[src/rtl/cb_arb.sv]
// cb_arb: crossbar allocator with one round-robin arbiter per output port.
// A grant is held for a whole packet until tail, request withdrawal or watchdog expiry.
`ifndef PORT
`define PORT 3
`endif

module cb_arb #(
    parameter int TMO = 255
) (
    input  logic           clk,
    input  logic           rst_,
    input  logic [`PORT:0] r0,
    input  logic [`PORT:0] r1,
    input  logic [`PORT:0] r2,
    input  logic [`PORT:0] r3,
    input  logic           t0,
    input  logic           t1,
    input  logic           t2,
    input  logic           t3,
    output logic [`PORT:0] d0,
    output logic [`PORT:0] d1,
    output logic [`PORT:0] d2,
    output logic [`PORT:0] d3,
    output logic [`PORT:0] busy,
    output logic [`PORT:0] tmo_err
);

    localparam int N  = `PORT + 1;
    localparam int PW = $clog2(N);
    localparam int CW = $clog2(TMO + 1);
    localparam logic [N-1:0]  ONE     = {{(N-1){1'b0}}, 1'b1};
    localparam logic [CW-1:0] CNT_MAX = CW'(TMO - 1);

    typedef enum logic {IDLE, BUSY} state_e;

    logic [N-1:0]  req      [N];
    logic [N-1:0]  eff      [N];
    logic [N-1:0]  col      [N];
    logic [PW-1:0] winner   [N];
    logic [N-1:0]  tail;
    logic [N-1:0]  anyReq;
    logic [N-1:0]  stillReq;
    logic [N-1:0]  tailHit;
    logic [PW-1:0] idx;

    state_e        state_q  [N];
    logic [N-1:0]  grant_q  [N];
    logic [PW-1:0] ptr_q    [N];
    logic [CW-1:0] cnt_q    [N];
    logic [N-1:0]  tmo_q;

    // Reduce each input to its lowest requested output, then transpose to per-output columns.
    always_comb begin
        req[0] = r0;
        req[1] = r1;
        req[2] = r2;
        req[3] = r3;
        tail   = {t3, t2, t1, t0};
        for (int i = 0; i < N; i++) begin
            eff[i] = req[i] & (-req[i]);
        end
        for (int j = 0; j < N; j++) begin
            col[j] = '0;
            for (int i = 0; i < N; i++) begin
                col[j][i] = eff[i][j];
            end
        end
    end

    // Scan downwards so the last hit is the first requester at or after the pointer.
    always_comb begin
        idx = '0;
        for (int j = 0; j < N; j++) begin
            winner[j]   = '0;
            anyReq[j]   = |col[j];
            stillReq[j] = |(grant_q[j] & col[j]);
            tailHit[j]  = |(grant_q[j] & tail);
            for (int k = N - 1; k >= 0; k--) begin
                idx = ptr_q[j] + PW'(k);
                if (col[j][idx]) begin
                    winner[j] = idx;
                end
            end
        end
    end

    always_ff @(posedge clk or negedge rst_) begin
        if (!rst_) begin
            tmo_q <= '0;
            for (int j = 0; j < N; j++) begin
                state_q[j] <= IDLE;
                grant_q[j] <= '0;
                ptr_q[j]   <= '0;
                cnt_q[j]   <= '0;
            end
        end else begin
            for (int j = 0; j < N; j++) begin
                tmo_q[j] <= 1'b0;
                case (state_q[j])
                    IDLE: begin
                        grant_q[j] <= '0;
                        if (anyReq[j]) begin
                            grant_q[j] <= ONE << winner[j];
                            ptr_q[j]   <= winner[j] + PW'(1);
                            cnt_q[j]   <= '0;
                            state_q[j] <= BUSY;
                        end
                    end
                    BUSY: begin
                        // A tail or withdrawn request releases normally and masks the watchdog.
                        if (tailHit[j] || !stillReq[j]) begin
                            grant_q[j] <= '0;
                            state_q[j] <= IDLE;
                        end else if (cnt_q[j] == CNT_MAX) begin
                            grant_q[j] <= '0;
                            state_q[j] <= IDLE;
                            cnt_q[j]   <= cnt_q[j] + CW'(1);
                            tmo_q[j]   <= 1'b1;
                        end else begin
                            cnt_q[j]   <= cnt_q[j] + CW'(1);
                        end
                    end
                    default: begin
                        grant_q[j] <= '0;
                        state_q[j] <= IDLE;
                    end
                endcase
            end
        end
    end

    always_comb begin
        for (int j = 0; j < N; j++) begin
            busy[j] = |grant_q[j];
        end
    end

    assign d0      = grant_q[0];
    assign d1      = grant_q[1];
    assign d2      = grant_q[2];
    assign d3      = grant_q[3];
    assign tmo_err = tmo_q;

endmodule
[config.mk]
export PLATFORM = sky130hd
export DESIGN_NAME = cb_arb
export DESIGN_NICKNAME = d
export VERILOG_FILES = /design/src/rtl/cb_arb.sv
export SDC_FILE = /design/constraint.sdc
export NUM_CORES = 1
export LEC_CHECK = 0
export CAP_MARGIN = 25
export CORE_ASPECT_RATIO = 1.25
export CORE_MARGIN = 4
export CORE_UTILIZATION = 55
export DETAILED_ROUTE_END_ITERATION = 16
export PLACE_DENSITY_LB_ADDON = 0.3
export RECOVER_POWER = 100
export SLEW_MARGIN = 20
export SYNTH_ARGS = -nofsm -noshare
export SYNTH_HDL_FRONTEND = slang
export SYNTH_SLANG_ARGS = --single-unit
[constraint.sdc]
create_clock -name clk -period 4.27 [get_ports clk]
set_clock_uncertainty 0.05 [all_clocks]
set_input_delay 0.427 -clock clk [delete_from_list [all_inputs] [get_ports clk]]
set_output_delay 0.427 -clock clk [all_outputs]
set_load 0.02 [all_outputs]
==> flow_summary.yaml <==
pwr:
  comb_power_share_pct: 30.3
  clkPwrFrac_pct: 25.9
  ir_drop_uv: 184
  cellPowerDensity_nw_per_um2: 379
  power_w: 0.00174
  p_sw_w: 0.000611
  p_sw_share_pct: 35.1
  p_seq_share_pct: 43.9
  power_leakage_nw: 1.98
  intPower_w: 0.00113
flow_run:
  cap_violations: 1
clock_network:
  clock_latency_ns: 0.33
  cts_inserted_buffers: 9
  cts.clk_slew.worst_paths_ns: 0.07
  cts_max_level: 3
  clk_path_buf_depth: 2
  clock_sinks: 64
  post_cts_buffers: 0
  cts_hold_buf: 0
  cts_root_buf: "clkbuf_8"
  cts_tree: "yes"
  cts_resized: 0
sta:
  setup_tns_ns: 0
  period_minus_slack_ns: 3.01
  slew_headroom_pct: -14.7
  min_period_over_period_pct: 70.6
  slew_viol_final: 32
  setup_viol: 0
  hold_viol: 0
  tightestPinTransition_ns: 1.72
  rsz0062_at_grt: "no"
  max_freq_mhz: 332
  fin_ws_ns: 1.26
  timing.hold.ws_ns: 0.430
route:
  post_drt_via_cell_ratio: 6.33
  wire_per_inst_um: 17.6
  detail_route.iter0.violations: 196
  antenna_left: 0
  routed_wl_um: 9350
  drtPass1Iterations: 4
  vias: 3367
  drc_errors: 0
worst_setup_path:
  critPathMaxFanout: 14
  cp_data_required_time_ns: 4.48
  path_buf_inv: 1
  crit_arrival_ns: 3.22
  path_class: "in -> reg"
  cp_top_family: "compound AO/OA/AOI/OAI gates"
  cp-end-kind: "flop"
  cp_slowest_cell: "dlygate4sd3_1"
  crit_path_max_incr_delay_ns: 0.71
  start_kind: "input pin"
  path_cells: "dlygate4sd3_1, or4b_1, o2bb2a_1, a21oi_1, a32o_1"
layout:
  fin_nets: 486
  seq_area_sq_um: 1600
  insertedDiodeCount: 0
  fillCellCount: 571
  area_growth_syn_to_layout_pct: 15.6
  layout-drive-gt1-share_pct: 8.14
  multi_input_area_sq_um: 2190
  fin_util_pct: 65.8
placement:
  dp_slack_ns: 1.14
  hpwlAfterDp_um: 6830
  portBuffers: 45
  place_congestion: 0.904
logic_synthesis:
  synthMuxAreaShare_pct: 2.80
  synth_edf_count: 0
  ys_top_cells_by_area: "dfrtp_1 (40%), ha_1 (7.6%), nand2_1 (2.8%)"
  synth_compound_area_share_pct: 23.6
  synth-xor-area-share_pct: 0.220
  synthArstFlopShare_pct: 100
  synthCells: 397
  synth_flop_cell: "dfrtp_1"
  synth_seq_cells: 64
  synth_top_family_by_area: "compound AO/OA/AOI/OAI gates"
  ys_types: 65
  syn_area_per_cell_sq_um: 10.0
  syn-num-nets: 443
  yosysWarnings: 0
  post-synth-top-area-cell: "dfrtp_1"
  synth-simple-area-share_pct: 22.0
  synth.yosys.seq_area_share_pct: 40.3
  synthAdderAreaFrac_pct: 7.56
  synth_area_sq_um: 3970
  yosysMostFrequentCell: "dfrtp_1"
  synth_common_cells: "dfrtp_1 (64), nand2_1 (30), ha_1 (24)"
  yosys.area.top_type_share_pct: 40.3
grt:
  grt_pass1_wl_um: 15600
  grtUsageTotal_pct: 22.4
  overflow: 0
  first_global_vias: 3231
  antenna_found_initial: 0
  grt_max_degree: 35
floorplanning:
  io_pins: 46
  die_height_um: 103
  initial_core_util_pct: 56.9
  placementRows: 34
  die_area_sq_um: 8660
  core_area_sq_um: 6980
  die_x_um: 84.0
status:
  status: "complete, but fails checks"
  violations: "max-capacitance violations, max-slew violations"
hold_path:
  hold_path.class: "reg -> reg"
## logic make-up (layout without fill, tap and decap cells)
group,count (synthesis),in the layout
AOI/OAI and AO/OA,119,119
adders and majority gates,24,24
xor gates and xnor gates,1,1
DFF,64,64
and+or+nand+nor,146,146
buffers and inverters,32,77
muxes,11,11
## registers in the layout, indices dropped and copies added (netlist names)
signal   cells
d0           4
d1           4
ptr_q        8
tmo_err      4
d3           4
d2           4
cnt_q       32
state_q      4
## power by group through the flow
| stage | Combinational (W) | Clock, W | Sequential (W) |
|---|---|---|---|
| 2_1_floorplan | 0.000332 | 0 | 0.000778 |
| 3_3_place_gp | 0.000532 | 0 | 0.000768 |
| 3_5_place_dp | 0.000550 | 0 | 0.000771 |
| 4_1_cts | 0.000552 | 0.000460 | 0.000760 |
| 5_1_grt | 0.000583 | 0.000489 | 0.000772 |
| 6_report | 0.000526 | 0.000449 | 0.000762 |
## metrics by stage
| stage | cell area (sq um) | std cells |
|---|---|---|
| finish | 4590 | 532 |
| global route | 4590 | 532 |
| CTS | 4630 | 532 |
| detailed placement | 4470 | 519 |
| floorplan | 3970 | 397 |
| global placement | 4470 | 519 |
## worst paths after layout
path	to	slack [ns]	cells after the start	start
max	d3[1]	1.26	5	r2[0]
min	cnt_q[5]	0.43	1	cnt_q[5]
max reg2reg	state_q[3]	1.83	4	d0[0]
min reg2reg	cnt_q[5]	0.43	1	cnt_q[5]
max in group asynchronous	tmo_err[2]	2.43	2	rst_
min in group asynchronous	cnt_q[22]	0.49	1	rst_
## cells in the final DEF, fill, tap and decap left out, types with 7 or more instances in the layout
cell type	count
nand4_1	7
or2_2	7
nand2_1	30
nand2b_1	14
a21oi_1	17
nand3_1	20
or4_1	9
nor2_1	14
ha_1	24
dlygate4sd3_1	28
inv_1	17
mux2i_1	10
clkbuf_8	11
a22o_1	10
o31ai_1	9
a32o_1	8
clkdlybuf4s50_1	16
o21ai_0	21
dfrtp_1	64
## final cells by class
class / instances / area share (%)
Multi-Input combinational cell: 301 / 47.8
Sequential cell: 64 / 34.9
Timing Repair Buffer: 47 / 10.0
Clock buffer: 12 / 3.38
Tap cell: 90 / 2.45
Inverter: 17 / 1.39
Clock inverter: 1 / 0.109
## metal layers
| metal | global-route usage (%) | wire (um) |
|---|---|---|
| met4 | 9.28 | 251 |
| met1 | 28.7 | 4090 |
| met2 | 37.5 | 4540 |
| met3 | 4.56 | 465 |
| met5 | 0 | 0 |
Power figures use the tool's default switching activity.
